**config.mk**
```make
export PLATFORM = sky130hd
export DESIGN_NAME = gpio_port_bank
export DESIGN_NICKNAME = d
export VERILOG_FILES = /design/src/rtl/gpio_port_bank_pkg.sv /design/src/rtl/gpio_port_bank_port.sv /design/src/rtl/gpio_port_bank.sv
export SDC_FILE = /design/constraint.sdc
export NUM_CORES = 1
export LEC_CHECK = 0
export CAP_MARGIN = 20
export CORE_UTILIZATION = 43
export DETAILED_ROUTE_END_ITERATION = 8
export HOLD_SLACK_MARGIN = 0.15
export PLACE_DENSITY = 0.7
export SETUP_SLACK_MARGIN = 0.5
export SLEW_MARGIN = 20
export SYNTH_ARGS = -nofsm -noshare
export SYNTH_HDL_FRONTEND = slang
export SYNTH_HIERARCHICAL = 1
export SYNTH_SLANG_ARGS = --single-unit
```
**constraint.sdc**
```tcl
create_clock -name clk -period 1.7 [get_ports clk]
set_input_delay 0.34 -clock clk [delete_from_list [all_inputs] [get_ports clk]]
set_output_delay 0.34 -clock clk [all_outputs]
set_load 0.05 [all_outputs]
```
**src/rtl/gpio_port_bank_pkg.sv**
```systemverilog
// gpio_port_bank shared definitions: register indices
// and the bus address width for a given port count.
package gpio_port_bank_pkg;

    localparam logic [2:0] REG_OUT    = 3'd0;
    localparam logic [2:0] REG_DIR    = 3'd1;
    localparam logic [2:0] REG_IN     = 3'd2;
    localparam logic [2:0] REG_IE     = 3'd3;
    localparam logic [2:0] REG_IES    = 3'd4;
    localparam logic [2:0] REG_IFG    = 3'd5;
    localparam logic [2:0] REG_OUTTGL = 3'd6;

    function automatic int gpio_addr_w(input int nports);
        return $clog2(nports) + 3;
    endfunction

endpackage

```
**src/rtl/gpio_port_bank_port.sv**
```systemverilog
// gpio_port: one WIDTH-bit port with registers, input
// synchroniser, edge-detect flags and level irq.
module gpio_port
    import gpio_port_bank_pkg::*;
#(
    parameter int WIDTH       = 16,
    parameter int SYNC_STAGES = 2
) (
    input  logic             clk,
    input  logic             rst_n,
    input  logic             sel,
    input  logic             wr_en,
    input  logic [2:0]       ridx,
    input  logic [WIDTH-1:0] wdata,
    input  logic [WIDTH-1:0] pin_in,
    output logic [WIDTH-1:0] rval,
    output logic [WIDTH-1:0] pin_out,
    output logic [WIDTH-1:0] pin_oe,
    output logic             irq
);

    logic [WIDTH-1:0] out_q, dir_q, ie_q, ies_q, ifg_q;
    logic [WIDTH-1:0] hist_q, ifg_d, sin, evt;
    logic [WIDTH-1:0] sync_q [SYNC_STAGES];
    logic [SYNC_STAGES-1:0] vld_q;
    logic primed_q;
    logic we;

    assign we  = sel & wr_en;
    assign sin = sync_q[SYNC_STAGES-1];

    // vld_q tracks pipeline fill so the first real sample only primes history
    always_ff @(posedge clk or negedge rst_n) begin
        if (!rst_n) begin
            for (int i = 0; i < SYNC_STAGES; i++)
                sync_q[i] <= '0;
            vld_q    <= '0;
            hist_q   <= '0;
            primed_q <= 1'b0;
        end else begin
            sync_q[0] <= pin_in;
            for (int i = 1; i < SYNC_STAGES; i++)
                sync_q[i] <= sync_q[i-1];
            vld_q  <= {vld_q[SYNC_STAGES-2:0], 1'b1};
            hist_q <= sin;
            if (vld_q[SYNC_STAGES-1])
                primed_q <= 1'b1;
        end
    end

    always_comb begin
        evt = '0;
        if (primed_q)
            evt = (sin & ~hist_q & ~ies_q) | (~sin & hist_q & ies_q);
    end

    // a same-cycle edge overrides the write-1-to-clear
    always_comb begin
        ifg_d = ifg_q;
        if (we && ridx == REG_IFG)
            ifg_d = ifg_q & ~wdata;
        ifg_d = ifg_d | evt;
    end

    always_ff @(posedge clk or negedge rst_n) begin
        if (!rst_n) begin
            out_q <= '0;
            dir_q <= '0;
            ie_q  <= '0;
            ies_q <= '0;
            ifg_q <= '0;
        end else begin
            ifg_q <= ifg_d;
            if (we) begin
                unique case (ridx)
                    REG_OUT:    out_q <= wdata;
                    REG_DIR:    dir_q <= wdata;
                    REG_IE:     ie_q  <= wdata;
                    REG_IES:    ies_q <= wdata;
                    REG_OUTTGL: out_q <= out_q ^ wdata;
                    default: ;
                endcase
            end
        end
    end

    always_comb begin
        rval = '0;
        unique case (ridx)
            REG_OUT: rval = out_q;
            REG_DIR: rval = dir_q;
            REG_IN:  rval = sin;
            REG_IE:  rval = ie_q;
            REG_IES: rval = ies_q;
            REG_IFG: rval = ifg_q;
            default: rval = '0;
        endcase
    end

    assign pin_out = out_q;
    assign pin_oe  = dir_q;
    assign irq     = |(ifg_q & ie_q);

endmodule

```
**src/rtl/gpio_port_bank.sv**
```systemverilog
// gpio_port_bank: NPORTS gpio_port instances with
// address decode and a registered read mux.
module gpio_port_bank
    import gpio_port_bank_pkg::*;
#(
    parameter int WIDTH       = 16,
    parameter int NPORTS      = 2,
    parameter int SYNC_STAGES = 2
) (
    input  logic                         clk,
    input  logic                         rst_n,
    input  logic [gpio_addr_w(NPORTS)-1:0] addr,
    input  logic                         wr_en,
    input  logic                         rd_en,
    input  logic [WIDTH-1:0]             wdata,
    output logic [WIDTH-1:0]             rdata,
    output logic                         rdata_valid,
    input  logic [NPORTS*WIDTH-1:0]      pin_in,
    output logic [NPORTS*WIDTH-1:0]      pin_out,
    output logic [NPORTS*WIDTH-1:0]      pin_oe,
    output logic [NPORTS-1:0]            irq
);

    localparam int AW = gpio_addr_w(NPORTS);
    localparam int PW = (AW > 3) ? AW - 3 : 1;

    logic [PW-1:0]    pidx;
    logic             pvalid;
    logic [WIDTH-1:0] rsel;
    logic [WIDTH-1:0] prd [NPORTS];

    generate
        if (AW > 3) begin : g_pidx
            assign pidx = addr[AW-1:3];
        end else begin : g_pidx1
            assign pidx = '0;
        end
    endgenerate

    assign pvalid = int'(pidx) < NPORTS;

    for (genvar p = 0; p < NPORTS; p++) begin : g_port
        gpio_port #(
            .WIDTH       (WIDTH),
            .SYNC_STAGES (SYNC_STAGES)
        ) u_port (
            .clk     (clk),
            .rst_n   (rst_n),
            .sel     (pvalid && pidx == PW'(p)),
            .wr_en   (wr_en),
            .ridx    (addr[2:0]),
            .wdata   (wdata),
            .pin_in  (pin_in[p*WIDTH +: WIDTH]),
            .rval    (prd[p]),
            .pin_out (pin_out[p*WIDTH +: WIDTH]),
            .pin_oe  (pin_oe[p*WIDTH +: WIDTH]),
            .irq     (irq[p])
        );
    end

    always_comb begin
        rsel = '0;
        for (int p = 0; p < NPORTS; p++)
            if (pvalid && pidx == PW'(p))
                rsel = prd[p];
    end

    // sampled before any same-edge write lands, so reads see the old value
    always_ff @(posedge clk or negedge rst_n) begin
        if (!rst_n) begin
            rdata       <= '0;
            rdata_valid <= 1'b0;
        end else begin
            rdata_valid <= rd_en;
            if (rd_en)
                rdata <= rsel;
        end
    end

endmodule
```
# Word level (Yosys, flattened, before mapping)
# Index checks and enable logic that the tools add are counted.
[totals]
input_bits = 56
output_inout_bits = 83
word_cells = 79
ff_bits = 279
[op_classes]
n_reduce_logical = 14
bitwise_logic = 28
n_eq_ne = 6
muxes = 9
[op_table]
columns = ["op", "n"]
rows = [
  ["$and A16 B16 Y16", 12],
  ["$pmux W16 S6", 2],
  ["$not A16 Y16", 7],
  ["$mux W16", 5],
  ["$or A16 B16 Y16", 4],
  ["$pmux W16 S2", 2],
  ["$reduce_or A16 Y1", 2],
  ["$xor A16 B16 Y16", 2],
  ["$reduce_and A2 Y1", 8],
  ["$eq A3 B3 Y1 const B", 3],
  ["$eq A3 B2 Y1 const B", 2],
  ["$eq A3 B1 Y1 const B", 1],
  ["$logic_not A3 Y1", 1],
  ["$and A1 B1 Y1", 2],
  ["$logic_and A1 B1 Y1", 2],
  ["$reduce_bool A2 Y1", 1],
  ["$not A1 Y1", 1],
]

# Depth between registers and ports, before layout
# Gate-level depths: netlist of the first run.
[depth]
ltp_word = 6
depth_mapped = 9
depth_no_buf = 5

# Cells and area by module
# Netlist of the first run, hierarchy kept.
[by_module_without_submodules]
columns = ["module", "area_per_inst_um2", "n_inst", "seq_area_each_um2", "cells_per_inst"]
rows = [
  ["gpio_port", 6024.5, 2, 3278.1, 484],
  ["gpio_port_bank", 774.5, 1, 425.4, 71],
]

# Least setup slack after synthesis of the first run
# OpenSTA, ideal clock, no wires.
[synth_timing]
path_type = "input-to-reg"
from = "in addr[3]"
to = "reg g_port[0].u_port.ie_q[10]"
required_ps = 1575
setup_time_ps = 125
setup_slack_ps = -150
n_path_buf = 5
arrival_time_ps = 1724
path_stages = 9
path_cell_list = "buf_6 -> buf_12 -> inv_1 -> and3_4 -> buf_6 -> and2_4 -> buf_6 -> buf_12 -> mux2_4"
[synth_via]
elab_chain_cells = 3
[synth_lines]
columns = ["element", "line", "text"]
rows = [
  ["start, declared", "gpio_port_bank.sv:12", "input logic [gpio_addr_w(NPORTS)-1:0] addr,"],
  ["$not A1 Y1", "--", ""],
  ["$and A1 B1 Y1", "gpio_port_bank_port.sv:29", "assign we = sel & wr_en;"],
  ["$reduce_and A2 Y1 (no line)", "--", ""],
  ["end signal, assigned", "gpio_port_bank_port.sv:78", "REG_IE: ie_q <= wdata;"],
  ["end, declared", "gpio_port_bank_port.sv:22", "logic [WIDTH-1:0] out_q, dir_q, ie_q, ies_q, ifg_q;"],
]
# No other way between the ends.
# A chain may end at the register's enable or synchronous reset.

# Worst setup path after layout of the first run
[layout_timing]
from = "reg g_port[0].u_port.ifg_q[3]"
to = "out irq[0]"
[layout_via]
elab_chain_cells = 2
[layout_lines]
columns = ["element", "line", "text"]
rows = [
  ["start, declared", "gpio_port_bank_port.sv:22", ""],
  ["start signal, assigned", "gpio_port_bank_port.sv:73", "ifg_q <= ifg_d;"],
  ["$and A16 B16 Y16", "gpio_port_bank_port.sv:102", "assign irq = |(ifg_q & ie_q);"],
  ["$reduce_or A16 Y1", "gpio_port_bank_port.sv:102", ""],
  ["end, declared", "gpio_port_bank.sv:21", "output logic [NPORTS-1:0] irq"],
]
# No other way between the ends.

==> impl_table.tex, run 1 <==
\begin{tabular}{lr}
\hline
Metric & Value \\
\hline
\multicolumn{2}{l}{\textbf{Routing}} \\
\quad Drt first pass iters & 5 \\
\quad Via count normalized by instance count & 5.81 \\
\quad DRC Markers & 0 \\
\quad WL per Instance & between 20 and 25 um \\
\quad Detailed-routing wirelength on met1 & 17.1 mm \\
\quad Post-detailed-routing wire length & 40.0 mm \\
\quad Total number of vias & a little over 10000 \\
\quad Met2 wire length & 19.1 mm \\
\quad Remaining antenna violation count after routing & 0 \\
\quad Top layer used by detailed routing & met4 \\
\quad Drt initial violations & about 750 \\
\quad Routed wl met3 & around 2.3 mm \\
\multicolumn{2}{l}{\textbf{Synth}} \\
\quad Number of instances in the synthesized netlist & just over 1000 \\
\quad Number of warnings reported in the yosys synthesis log & 6 \\
\quad Leading register cell type out of synthesis & sky130\_fd\_sc\_hd\_\_dfrtp\_1 \\
\quad XOR/XNOR Fraction of Synth Area & 0.137\% \\
\quad Distinct cell type count after synthesis & 43 \\
\quad Synthesized netlist net count & roughly 1100 \\
\quad Synthesized-area fraction occupied by ao, oa, aoi and oai cells & a little over an eighth \\
\quad Average footprint of a synthesized cell & roughly 12 um\^{}2 \\
\quad Cell area after synthesis & $\sim$13000 um\^{}2 \\
\quad Share of the yosys chip area belonging to registers & around 54\% \\
\quad Dominant combinational cell family by area after synthesis & multiplexers \\
\quad Multiplexer share of the synthesized area & $\sim$16\% \\
\quad Share of synthesized cell area in and, or, nand and nor gates & 13.0\% \\
\quad Adder-Cell Fraction of Synth Area & 0\% \\
\quad Number of register bits inferred by synthesis & $\sim$280 \\
\quad Count of flip-flops with a built-in enable after synthesis & 0 \\
\quad Proportion of synthesized flip-flops having asynchronous set or reset & 100\% \\
\multicolumn{2}{l}{\textbf{Cells and area}} \\
\quad Utilization after layout & between 60\% and 70\% \\
\quad Area Overhead vs Synth & 46.0\% \\
\quad Number of nets in the final layout & 1423 \\
\quad Finished layout cell area & 18700 um\^{}2 \\
\quad Antenna cells & 0 \\
\quad Share of layout cells above drive strength 1 & 47.0\% \\
\quad Final Non-Filler Cells & 1772 \\
\multicolumn{2}{l}{\textbf{Floorplan}} \\
\quad Vertical die dimension & about 170 um \\
\quad Die boundary width & about 170 um \\
\quad Overall die area & a little over 30000 um\^{}2 \\
\quad Effective utilization at floorplan & between 40\% and 50\% \\
\quad I/O pin count & roughly 140 \\
\quad Placeable Area & $\sim$29000 um\^{}2 \\
\quad Standard-cell row count & 62 \\
\multicolumn{2}{l}{\textbf{GRT}} \\
\quad Initial antenna violation count & 0 \\
\quad Via count of the first global-routing pass & between 10000 and 15000 \\
\quad Global-route wire length before repair & $\sim$62 mm \\
\quad Total routing usage reported by global routing & a little over a quarter \\
\quad Largest net degree at the start of global routing & 70 \\
\quad Global route total overflow & 0 \\
\multicolumn{2}{l}{\textbf{STA}} \\
\quad Setup repair after global routing missed its margin & yes \\
\quad Final worst setup slack & -0.516 ns \\
\quad Final critical delay including setup and external delays & 2.22 ns \\
\quad Fin. max-slew vios & 0 \\
\quad Setup\_tns & -1.01 ns \\
\quad Post-route clock skew & around 0.022 ns \\
\quad Maximum achievable frequency & approximately 450 MHz \\
\quad Tcrit/Tclk final & 130\% \\
\quad Hold Violations, Final & 0 \\
\quad Final setup violation count & 2 \\
\multicolumn{2}{l}{\textbf{Clock network}} \\
\quad CTS max path bufs & 3 \\
\quad CTS tree & built \\
\quad Count of clock tree sinks & around 280 \\
\quad H-tree lvl count & 1 \\
\quad Latest clock arrival within the worst-skew pair & 0.57 ns \\
\quad Number of CTS-inserted buffers & 30 \\
\quad Clock Pin Slew Worst Setup and Hold Paths & about 0.07 ns \\
\quad Root buf cell & sky130\_fd\_sc\_hd\_\_clkbuf\_16 \\
\multicolumn{2}{l}{\textbf{Run}} \\
\quad Number of max-capacitance violations reported & 0 \\
\multicolumn{2}{l}{\textbf{Worst hold path}} \\
\quad Hold path start & pin\_in[17] \\
\quad Hold path cells & 1 \\
\quad Hold WC Path Type & in -> reg \\
\quad Worst Hold Endpoint & g\_port[1].u\_port/sync\_q[17] \\
\multicolumn{2}{l}{\textbf{Placement}} \\
\quad Total cell area at the placement stage & roughly 16000 um\^{}2 \\
\quad HPWL after DPL & $\sim$27 mm \\
\quad Post-placement cell count & 1641 \\
\quad Routability congestion estimate from global placement & 0.893 \\
\quad IO Port Bufs & 138 \\
\multicolumn{2}{l}{\textbf{Outcome}} \\
\quad Violated checks & setup timing \\
\quad Run status & complete, but fails checks \\
\multicolumn{2}{l}{\textbf{Critical path}} \\
\quad Crit. End Element & output pin \\
\quad Crit path max fanout & 2 \\
\quad R2R setup slack & about 0.16 ns \\
\quad Startpoint of the most critical register-to-register path & g\_port[1].u\_port/pin\_oe[8] \\
\quad Arr. time, crit path & 1.88 ns \\
\quad CP Class & reg -> out \\
\quad Worst reg-to-reg path cell count & 6 \\
\quad Data required, critical path & about 1.4 ns \\
\quad Critical Path Start Type & flip-flop \\
\quad Reg-to-Reg End & rdata[8] \\
\multicolumn{2}{l}{\textbf{Power and ir drop}} \\
\quad P\_leak & about 8 nW \\
\quad Peak supply drop & 799 uV \\
\quad Ratio of total power to cell area & between 1000 and 1500 nW/um\^{}2 \\
\quad Total power consumption of the routed design & about 22 mW \\
\hline
\end{tabular}
metrics by stage:
step,setup WS [ns],hold WS (ns)
after floorplan,-0.0383,0.0444
after global placement,-0.361,0.226
after detailed placement,-0.393,0.227
after CTS,-0.511,0.192
after global routing,-0.549,0.208
final,-0.516,0.205
per-layer routing:
metal / global-route usage (%) / vias to the layer above
li1: - / 4539
met1: 36.5 / 5245
met2: 42.6 / 410
met3: 3.20 / 107
met4: 10.2 / 0
met5: 0 / -
state kept, by name, indices dropped and copies added (netlist names):
signal,count
rdata_valid,1
g_port.u_port/sin,32
g_port.u_port/ie_q,32
g_port.u_port/vld_q,4
g_port.u_port/hist_q,32
g_port.u_port/pin_out,32
g_port.u_port/pin_oe,32
g_port.u_port/ies_q,32
g_port.u_port/ifg_q,32
g_port.u_port/sync_q,32
rdata,16
g_port.u_port/primed_q,2
synthesized netlist by cell type (8+ instances only):
cell type | count | share of area (%)
sky130_fd_sc_hd__nand2_1 | 48 | 1.4
sky130_fd_sc_hd__dfrtp_1 | 279 | 54
sky130_fd_sc_hd__nand3b_1 | 44 | 2.6
sky130_fd_sc_hd__clkbuf_1 | 19 | 0.56
sky130_fd_sc_hd__mux2i_1 | 36 | 2.8
sky130_fd_sc_hd__mux2_2 | 112 | 9.8
sky130_fd_sc_hd__mux2_4 | 20 | 2.3
sky130_fd_sc_hd__a22oi_1 | 30 | 1.8
sky130_fd_sc_hd__a221oi_1 | 8 | 0.55
sky130_fd_sc_hd__nor2_1 | 24 | 0.70
sky130_fd_sc_hd__a21oi_1 | 24 | 0.94
sky130_fd_sc_hd__nand2b_1 | 38 | 1.9
sky130_fd_sc_hd__buf_2 | 28 | 1.1
sky130_fd_sc_hd__nand4b_1 | 30 | 2.0
sky130_fd_sc_hd__o211ai_1 | 28 | 1.6
sky130_fd_sc_hd__buf_6 | 11 | 0.97
sky130_fd_sc_hd__o22ai_1 | 16 | 0.78
sky130_fd_sc_hd__a22o_1 | 44 | 3.0
sky130_fd_sc_hd__o21ai_0 | 66 | 2.6
sky130_fd_sc_hd__nand3_1 | 34 | 1.3
sky130_fd_sc_hd__nor2b_1 | 34 | 1.7
sky130_fd_sc_hd__o221ai_1 | 10 | 0.68
final cells by class:
cell class	instances	area [um^2]
inverter	3	23.8
clock inverter	10	110
tap	384	480
clock buffer	43	871
multi-input combinational	694	6100
timing repair buffer	359	4080
fill	2131	10300
sequential	279	7060
report_power, final:
| part | total (mW) | switching, mW | internal [mW] |
|---|---|---|---|
| combinational | 6.85 | 3.33 | 3.52 |
| clock | 6.55 | 2.71 | 3.85 |
| sequential | 8.65 | 1.03 | 7.62 |
| total | 22.1 | 7.06 | 15.0 |
cell usage in the layout (no fill, tap or decap), types with 30 or more instances in the layout:
master / instances
sky130_fd_sc_hd__dfrtp_1: 220
sky130_fd_sc_hd__buf_4: 158
sky130_fd_sc_hd__mux2_2: 68
sky130_fd_sc_hd__mux2_4: 65
sky130_fd_sc_hd__buf_12: 64
sky130_fd_sc_hd__dfrtp_2: 59
sky130_fd_sc_hd__buf_6: 51
sky130_fd_sc_hd__o21ai_0: 49
sky130_fd_sc_hd__clkdlybuf4s50_1: 49
sky130_fd_sc_hd__nand2_1: 45
sky130_fd_sc_hd__nand3b_1: 44
sky130_fd_sc_hd__a22o_1: 44
sky130_fd_sc_hd__nand2b_1: 37
sky130_fd_sc_hd__mux2i_1: 35
sky130_fd_sc_hd__buf_8: 33
sky130_fd_sc_hd__clkbuf_16: 31
sky130_fd_sc_hd__nor2b_1: 31
sky130_fd_sc_hd__nand4b_1: 30
what timing repair did:
| item | 4_1_cts | 5_1_grt |
|---|---|---|
| gates resized for setup | 187 | 45 |
| buffers inserted | 64 | 10 |
| gates cloned | 3 | 0 |
| pin swaps | 37 | 22 |
| hold buffers | 1 | 0 |
| setup endpoints to repair | 257 | 161 |
| hold endpoints to repair | 251 | 0 |
worst max-delay path by stage:
stage,start,endpoint,slack (ns),cells after the start
floorplan,addr[3],g_port[0].u_port/ie_q[10],-0.04,9
global placement,addr[3],g_port[0].u_port/ie_q[15],-0.36,6
detailed placement,addr[3],g_port[0].u_port/ie_q[4],-0.39,6
CTS,g_port[0].u_port/ifg_q[3],irq[0],-0.51,4
global route,g_port[1].u_port/ie_q[14],irq[1],-0.55,4
finish,g_port[0].u_port/ifg_q[3],irq[0],-0.52,4
critical path, stage by stage (launching register included):
cell and delay, ns:
sky130_fd_sc_hd__dfrtp_2 0.43, sky130_fd_sc_hd__a22o_1 0.20, sky130_fd_sc_hd__a221oi_2 0.24, sky130_fd_sc_hd__nand4_1 0.23, sky130_fd_sc_hd__buf_6 0.22
kinds of logic after synthesis:
group / after synthesis
other: 2
DFF: 279
muxes: 174
buffers and inverters: 68
AOI/OAI and AO/OA: 244
xor gates and xnor gates: 2
and+or+nand+nor: 270
(Power assumes the default switching activity.)
==> run 2: changes to the inputs <==
Settings changed: GPL_ROUTABILITY_DRIVEN from default to 0.
==> impl_table.tex, run 2 (synthesis gave the netlist of run 1 again) <==
\begin{tabular}{lr}
\hline
Metric & Value \\
\hline
\multicolumn{2}{l}{\textbf{Outcome}} \\
\quad Run status & complete, but fails checks \\
\quad Violated checks & setup timing \\
\multicolumn{2}{l}{\textbf{Floorplan}} \\
\quad Overall die area & 30500 um\^{}2 (unchanged) \\
\quad Die boundary width & 175 um (unchanged) \\
\quad Standard-cell row count & 62 (unchanged) \\
\quad I/O pin count & 139 (unchanged) \\
\quad Placeable Area & 29000 um\^{}2 (unchanged) \\
\quad Vertical die dimension & 175 um (unchanged) \\
\quad Effective utilization at floorplan & 44.2\% (unchanged) \\
\multicolumn{2}{l}{\textbf{GRT}} \\
\quad Via count of the first global-routing pass & 10648 (-0.83\%) \\
\quad Global Route met3 Usage & 3.48\% (+0.28 points) \\
\quad M2 GR Usage & 41.9\% (-0.69 points) \\
\quad Gr busiest metal & met2 \\
\quad Total routing usage reported by global routing & 26.1\% (-0.30 points) \\
\quad Initial antenna violation count & 0 (unchanged) \\
\quad Global route total overflow & 0 (unchanged) \\
\quad Global-route wire length before repair & 61.5 mm (-1.4\%) \\
\quad GR Util met1 & 36.2\% (-0.26 points) \\
\quad Largest net degree at the start of global routing & 51 (-27\%) \\
\multicolumn{2}{l}{\textbf{Routing}} \\
\quad Drt first pass iters & 5 (unchanged) \\
\quad WL per Instance & 22.4 um (-0.66\%) \\
\quad Drt initial violations & 776 (+3.1\%) \\
\quad DRC Markers & 0 (unchanged) \\
\quad Remaining antenna violation count after routing & 0 (unchanged) \\
\quad Via count normalized by instance count & 5.85 (+0.70\%) \\
\quad Total number of vias & 10361 (+0.58\%) \\
\quad Post-detailed-routing wire length & 39.7 mm (-0.77\%) \\
\multicolumn{2}{l}{\textbf{Placement}} \\
\quad Post-placement cell count & 1643 (+0.12\%) \\
\quad IO Port Bufs & 138 (unchanged) \\
\quad HPWL after DPL & 27.2 mm (+1.1\%) \\
\quad Total cell area at the placement stage & 16300 um\^{}2 (+0.48\%) \\
\multicolumn{2}{l}{\textbf{Cells and area}} \\
\quad Antenna cells & 0 (unchanged) \\
\quad Utilization after layout & 64.2\% (-0.27 points) \\
\quad Reg area & 7050 um\^{}2 (about the same) \\
\quad Commonest non-fill, non-tap cell in the layout & sky130\_fd\_sc\_hd\_\_dfrtp\_1 \\
\quad Final Non-Filler Cells & 1770 (-0.11\%) \\
\quad Number of nets in the final layout & 1419 (-0.28\%) \\
\quad Area Overhead vs Synth & 45.4\% \\
\quad Commonest cells after routing, fill and taps aside & 222 x sky130\_fd\_sc\_hd\_\_dfrtp\_1, 156 x sky130\_fd\_sc\_hd\_\_buf\_4, 69 x sky130\_fd\_sc\_hd\_\_buf\_12 \\
\quad Area taken by multi-input logic gates & 5960 um\^{}2 (-2.2\%) \\
\quad Share of layout cells above drive strength 1 & 45.9\% (-1.1 points) \\
\quad Number of fill cells in the layout & 2102 (-1.4\%) \\
\quad Finished layout cell area & 18600 um\^{}2 (-0.41\%) \\
\multicolumn{2}{l}{\textbf{Critical path}} \\
\quad CP top delay family & compound AO/OA/AOI/OAI gates \\
\quad Data required, critical path & 1.36 ns (about the same) \\
\quad Crit path max fanout & 2 (unchanged) \\
\quad Worst reg-to-reg path cell count & 6 (unchanged) \\
\quad Highest cell delay on the worst timing path & 0.39 ns (-0.04 ns) \\
\quad Ordered cell list for the critical path & a22o\_1, a221oi\_2, nand4\_1, buf\_6 \\
\quad Critical Path Start Type & flip-flop \\
\quad CP Class & reg -> out \\
\quad Combined buffer and inverter count along the critical path & 1 (unchanged) \\
\quad Arr. time, crit path & 1.84 ns (-0.04 ns) \\
\quad Cell type of the slowest stage on the worst timing path & sky130\_fd\_sc\_hd\_\_dfrtp\_1 \\
\quad Crit. End Element & output pin \\
\quad Number of stages on the worst setup path & 4 (unchanged) \\
\multicolumn{2}{l}{\textbf{Clock network}} \\
\quad Latest clock arrival within the worst-skew pair & 0.56 ns (about the same) \\
\quad Clock Pin Slew Worst Setup and Hold Paths & 0.06 ns (about the same) \\
\quad H-tree lvl count & 1 (unchanged) \\
\quad Number of CTS-inserted buffers & 30 (unchanged) \\
\quad CTS tree & built \\
\quad CTS max path bufs & 3 (unchanged) \\
\quad Count of clock tree sinks & 279 (unchanged) \\
\quad Root buf cell & sky130\_fd\_sc\_hd\_\_clkbuf\_16 \\
\multicolumn{2}{l}{\textbf{STA}} \\
\quad Hold Violations, Final & 0 (unchanged) \\
\quad Final worst setup slack & -0.485 ns (+0.0315 ns) \\
\quad Setup repair after global routing missed its margin & yes \\
\quad Post-route clock skew & 0.0116 ns (-0.0109 ns) \\
\quad Final critical delay including setup and external delays & 2.18 ns (-0.0315 ns) \\
\quad Tcrit/Tclk final & 129\% (-1.9 points) \\
\quad Slew at the pin with the worst max-slew slack & $\sim$0.54 ns \\
\quad Final setup violation count & 2 (unchanged) \\
\quad Maximum achievable frequency & 458 MHz (+1.4\%) \\
\quad Tightest hold margin & 0.219 ns (+0.0132 ns) \\
\quad Worst max-slew margin expressed relative to the limit & roughly 64\% \\
\quad Fin. max-slew vios & 0 (unchanged) \\
\multicolumn{2}{l}{\textbf{Power and ir drop}} \\
\quad Part of the total power dissipated in sequential elements & 39.3\% (about the same) \\
\quad Peak supply drop & 751 uV (-6.0\%) \\
\quad Ratio of total power to cell area & 1180 nW/um\^{}2 (+0.41\%) \\
\quad Switching fraction of total power & 31.5\% (-0.51 points) \\
\quad Reported net switching power & 6.95 mW (-1.6\%) \\
\quad Part of the total power dissipated in combinational logic & 30.6\% (-0.5 points) \\
\quad Internal & 15.1 mW (+0.74\%) \\
\quad P\_leak & 7.95 nW (-0.21\%) \\
\quad Share of total power in the clock network & 30.1\% (+0.4 points) \\
\multicolumn{2}{l}{\textbf{Run}} \\
\quad Number of max-capacitance violations reported & 0 (unchanged) \\
\multicolumn{2}{l}{\textbf{Worst hold path}} \\
\quad Hold path cells & 1 (unchanged) \\
\quad Hold WC Path Type & in -> reg \\
\hline
\end{tabular}
[run 2: cell types whose count changed in the layout (fill, tap and decap cells not counted), moves of 3 or more]
cell,change
sky130_fd_sc_hd__clkinv_2,-4
sky130_fd_sc_hd__a211oi_2,-3
sky130_fd_sc_hd__o32ai_2,+3
sky130_fd_sc_hd__o32ai_4,-3
sky130_fd_sc_hd__a211oi_1,+3
sky130_fd_sc_hd__o22ai_1,+3
sky130_fd_sc_hd__clkbuf_8,+7
sky130_fd_sc_hd__buf_12,+5
sky130_fd_sc_hd__o21ai_2,-3
sky130_fd_sc_hd__buf_6,-5
sky130_fd_sc_hd__o21ai_1,+5
[run 2: through the flow]
stage / TNS, ns / total power, mW / setup slack, ns
after floorplan: -0.383 / 11.8 / -0.0383
after global placement: -41.48 / 14.2 / -0.368
after detailed placement: -42.76 / 14.3 / -0.386
after CTS: -0.971 / 22.0 / -0.488
after global routing: -1.06 / 22.9 / -0.531
final: -0.955 / 22.0 / -0.485
[run 2: worst reg2reg max path, stage by stage (launching register included)]
cell	delay, ns
sky130_fd_sc_hd__dfrtp_2	0.44
sky130_fd_sc_hd__buf_6	0.13
sky130_fd_sc_hd__mux2_4	0.25
sky130_fd_sc_hd__a22oi_2	0.15
sky130_fd_sc_hd__o221ai_2	0.14
sky130_fd_sc_hd__mux2i_1	0.21
sky130_fd_sc_hd__a21oi_1	0.11
[run 2: repair_timing]
action / CTS / global route
gates resized for setup: 173 / 34
endpoints found under the setup margin: 255 / 165
hold buffers: 1 / 0
setup buffers: 56 / 14
pin swaps: 30 / 24
hold endpoints to repair: 77 / 0
cloned: 1 / 0
[run 2: final timing paths]
kind	slack, ns	end	start
max	-0.48	irq[1]	g_port[1].u_port/ifg_q[10]
min	0.22	g_port[1].u_port/sync_q[20]	pin_in[20]
max reg2reg	0.15	rdata[3]	g_port[0].u_port/ifg_q[3]
min reg2reg	0.34	g_port[1].u_port/sin[9]	g_port[1].u_port/sync_q[25]
max in group asynchronous	0.73	g_port[1].u_port/pin_oe[14]	rst_n
min in group asynchronous	0.34	g_port[0].u_port/ies_q[3]	rst_n
[run 2: layout make-up]
| cell class | count | area share (%) |
|---|---|---|
| flip-flops and latches | 279 | 37.8 |
| multi-input cells | 692 | 32.0 |
| repair buffers | 357 | 22.0 |
| clock buffers | 52 | 5.23 |
| well taps | 384 | 2.58 |
| clock inverters | 3 | 0.235 |
| inverters | 3 | 0.128 |
[run 2: power by group through the flow]
stage          Sequential [mW]  Combinational (mW)  Clock (mW)
3_3_place_gp              8.77                5.46           0
2_1_floorplan             9.74                2.07           0
3_5_place_dp              8.80                5.55           0
6_report                  8.67                6.74        6.64
5_1_grt                   8.77                7.07        7.04
4_1_cts                   8.65                6.57        6.74
[run 2: per-layer routing]
metal	up-vias	routed length, um
met4	0	1320
met3	84	2670
li1	4544	-
met2	441	18800
met5	-	0
met1	5292	16800
==> run 3: changes to the inputs <==
Settings changed: ABC_AREA from default to 1, CORE_MARGIN from default to 5.
==> impl_table.tex, run 3 <==
\begin{tabular}{lr}
\hline
Metric & Value \\
\hline
\multicolumn{2}{l}{\textbf{Outcome}} \\
\quad Run status & complete, but fails checks \\
\quad Violated checks & setup timing \\
\multicolumn{2}{l}{\textbf{Critical path}} \\
\quad Highest cell delay on the worst timing path & 0.41 ns (+0.02 ns) \\
\quad Critical Path Start Type & flip-flop \\
\quad Arr. time, crit path & 1.66 ns (-0.18 ns) \\
\quad R2R setup slack & 0.29 ns (+0.14 ns) \\
\quad Data required, critical path & 1.36 ns (about the same) \\
\quad CP Class & reg -> out \\
\quad Ordered cell list for the critical path & nand2\_1, nand4\_1, nor2\_1, nand2\_2, buf\_8 \\
\quad Crit path max fanout & 3 (+1) \\
\quad Crit. End Element & output pin \\
\quad Cell type of the slowest stage on the worst timing path & sky130\_fd\_sc\_hd\_\_dfrtp\_1 \\
\multicolumn{2}{l}{\textbf{GRT}} \\
\quad Initial antenna violation count & 2 (+2) \\
\quad Global-route wire length before repair & 73.6 mm (+20\%) \\
\quad Total routing usage reported by global routing & 25.5\% (-0.57 points) \\
\quad Largest net degree at the start of global routing & 51 (unchanged) \\
\quad Global route total overflow & 0 (unchanged) \\
\quad Via count of the first global-routing pass & 13381 (+26\%) \\
\multicolumn{2}{l}{\textbf{Floorplan}} \\
\quad Effective utilization at floorplan & 43.8\% (-0.42 points) \\
\quad I/O pin count & 139 (unchanged) \\
\quad Vertical die dimension & 190 um (+8.6\%) \\
\quad Overall die area & 36000 um\^{}2 (+18\%) \\
\quad Placeable Area & 31700 um\^{}2 (+9.3\%) \\
\quad Standard-cell row count & 65 (+4.8\%) \\
\quad Die boundary width & 190 um (+8.6\%) \\
\multicolumn{2}{l}{\textbf{Power and ir drop}} \\
\quad Peak supply drop & 876 uV (+17\%) \\
\quad Ratio of total power to cell area & 1180 nW/um\^{}2 (-0.43\%) \\
\quad P\_leak & 10.3 nW (+30\%) \\
\multicolumn{2}{l}{\textbf{STA}} \\
\quad Tcrit/Tclk final & 118\% (-11 points) \\
\quad Final worst setup slack & -0.304 ns (+0.181 ns) \\
\quad Post-route clock skew & 0.0118 ns (+0.000216 ns) \\
\quad Slew at the pin with the worst max-slew slack & 0.515 ns (-0.0237 ns) \\
\quad Final critical delay including setup and external delays & 2.00 ns (-0.181 ns) \\
\quad Worst max-slew margin expressed relative to the limit & 65.6\% (+1.5 points) \\
\quad Setup repair after global routing missed its margin & yes \\
\quad Setup\_tns & -0.549 ns (+0.405 ns) \\
\quad Fin. max-slew vios & 0 (unchanged) \\
\quad Maximum achievable frequency & 499 MHz (+9.0\%) \\
\quad Final setup violation count & 2 (unchanged) \\
\quad Hold Violations, Final & 0 (unchanged) \\
\multicolumn{2}{l}{\textbf{Worst hold path}} \\
\quad Hold WC Path Type & in -> reg \\
\multicolumn{2}{l}{\textbf{Clock network}} \\
\quad CTS max path bufs & 3 (unchanged) \\
\quad Count of clock tree sinks & 279 (unchanged) \\
\quad CTS tree & built \\
\quad Root buf cell & sky130\_fd\_sc\_hd\_\_clkbuf\_16 \\
\quad Clock Pin Slew Worst Setup and Hold Paths & 0.06 ns (about the same) \\
\quad H-tree lvl count & 1 (unchanged) \\
\quad Latest clock arrival within the worst-skew pair & 0.57 ns (about the same) \\
\quad Number of CTS-inserted buffers & 31 (+3.3\%) \\
\multicolumn{2}{l}{\textbf{Synth}} \\
\quad Number of register bits inferred by synthesis & 279 (unchanged) \\
\quad Cell area after synthesis & 13900 um\^{}2 (+8.3\%) \\
\quad Number of instances in the synthesized netlist & 1847 (+78\%) \\
\quad Leading cell types by total area after synthesis & sky130\_fd\_sc\_hd\_\_dfrtp\_1 50\%, sky130\_fd\_sc\_hd\_\_nand2\_1 18\%, sky130\_fd\_sc\_hd\_\_inv\_1 6.0\% \\
\quad Area share of the largest cell type after synthesis & 50.3\% (-4.2 points) \\
\quad Share of the yosys chip area belonging to registers & 50.3\% (-4.2 points) \\
\quad Count of flip-flops with a built-in enable after synthesis & 0 (unchanged) \\
\quad Most frequently used cell type in the post-synthesis netlist & sky130\_fd\_sc\_hd\_\_nand2\_1 \\
\quad Average footprint of a synthesized cell & 7.52 um\^{}2 (-39\%) \\
\quad Leading register cell type out of synthesis & sky130\_fd\_sc\_hd\_\_dfrtp\_1 \\
\quad Synthesized netlist net count & 1903 (+74\%) \\
\quad Largest area contributor in the netlist & sky130\_fd\_sc\_hd\_\_dfrtp\_1 \\
\quad Proportion of synthesized flip-flops having asynchronous set or reset & 100\% (unchanged) \\
\quad Number of warnings reported in the yosys synthesis log & 6 (unchanged) \\
\quad Distinct cell type count after synthesis & 27 (-37\%) \\
\quad Cell types with the highest counts after synthesis & 683 x sky130\_fd\_sc\_hd\_\_nand2\_1, 279 x sky130\_fd\_sc\_hd\_\_dfrtp\_1, 222 x sky130\_fd\_sc\_hd\_\_inv\_1 \\
\multicolumn{2}{l}{\textbf{Cells and area}} \\
\quad Number of nets in the final layout & 2241 (+58\%) \\
\quad Area taken by multi-input logic gates & 5710 um\^{}2 (-4.2\%) \\
\quad Commonest non-fill, non-tap cell in the layout & sky130\_fd\_sc\_hd\_\_nand2\_1 \\
\quad Area Overhead vs Synth & 40.7\% \\
\quad Reg area & 7030 um\^{}2 (-0.34\%) \\
\quad Share of layout cells above drive strength 1 & 25.5\% (-20 points) \\
\quad Utilization after layout & 61.6\% (-2.6 points) \\
\quad Commonest cells after routing, fill and taps aside & 660 x sky130\_fd\_sc\_hd\_\_nand2\_1, 241 x sky130\_fd\_sc\_hd\_\_dfrtp\_1, 189 x sky130\_fd\_sc\_hd\_\_inv\_1 \\
\quad Number of fill cells in the layout & 2650 (+26\%) \\
\multicolumn{2}{l}{\textbf{Placement}} \\
\quad IO Port Bufs & 138 (unchanged) \\
\quad Setup Slack @ Placement & -0.115 ns (+0.272 ns) \\
\quad HPWL after DPL & 32.6 mm (+20\%) \\
\multicolumn{2}{l}{\textbf{Routing}} \\
\quad Total number of vias & 13634 (+32\%) \\
\quad Drt first pass iters & 6 (+1) \\
\quad WL per Instance & 17.9 um (-20\%) \\
\quad Post-detailed-routing wire length & 46.7 mm (+18\%) \\
\quad Remaining antenna violation count after routing & 0 (unchanged) \\
\quad Via count normalized by instance count & 5.22 (-11\%) \\
\quad DRC Markers & 0 (unchanged) \\
\quad Drt initial violations & 1320 (+70\%) \\
\multicolumn{2}{l}{\textbf{Run}} \\
\quad Number of max-capacitance violations reported & 0 (unchanged) \\
\hline
\end{tabular}
## run 3: changes by cell type after synthesis, sizes merged, moves of 36 or more
cell and change:
nand2 +648, nand4 +98, mux2 -134, nand2b -38
a22o -44, nand3 +92, nand3b -44, mux2i -36
inv +233, nor2 +164
## run 3: cells by family after synthesis
logic type	Yosys count	synth area share, %
buffers and inverters	318	10.2
AND/OR/NAND/NOR	1116	34.5
AO/OA/AOI/OAI	132	4.96
flip-flops	279	50.3
other	2	0.0541
## run 3: path summary, 6_finish.rpt
check,to,startpoint,cells after the start
min,g_port[1].u_port/sync_q[26],pin_in[26],1
min in group asynchronous,g_port[1].u_port/sync_q[21],rst_n,2
max,irq[1],g_port[1].u_port/ie_q[12],5
max reg2reg,rdata[3],g_port[0].u_port/pin_out[3],10
min reg2reg,g_port[1].u_port/vld_q[1],g_port[1].u_port/vld_q[0],0
max in group asynchronous,g_port[0].u_port/pin_out[14],rst_n,3
## run 3: cell type report
cell class / instances / share of cell area [%]
flip-flops and latches: 279 / 36.0
multi-input cells: 1250 / 29.2
repair buffers: 387 / 21.7
well taps: 402 / 2.57
clock inverters: 13 / 1.04
clock buffers: 45 / 4.65
inverters: 236 / 4.84
diodes: 2 / 0.0256
## run 3: power by group
group,switching [mW],internal (mW)
Combinational,4.02,3.23
Clock,2.80,4.46
Sequential,0.941,7.57
## run 3: metrics by stage
step	instance area, um^2	hold WS [ns]	std cells	total power [mW]
final	19500	0.205	2614	23.0
after global routing	19500	0.193	2614	24.0
after CTS	19000	0.178	2576	22.5
after detailed placement	16800	0.250	2437	14.3
after global placement	16800	0.247	2437	14.2
after floorplan	14100	0.0444	1847	11.7
## run 3: repair_timing
item | CTS | global route
hold buffers | 1 | 0
endpoints found under the hold margin | 279 | 0
buffers inserted | 80 | 36
pin swaps | 50 | 72
resized for setup | 142 | 110
endpoints found under the setup margin | 104 | 182
## run 3: worst max-delay path: cells and delay by family, from the launching register on
family	cells	cell delay, ns
and+or+nand+nor	4	0.52
DFF	1	0.41
buffers and inverters	1	0.16
## run 3: layer usage
layer	GRT usage, %	share of wire [%]	vias to the layer above
li1	-	-	6450
met1	33.8	41	6401
met2	42.5	48	661
met3	3.69	7.4	122
met4	10.3	4.3	0
met5	0	0	-
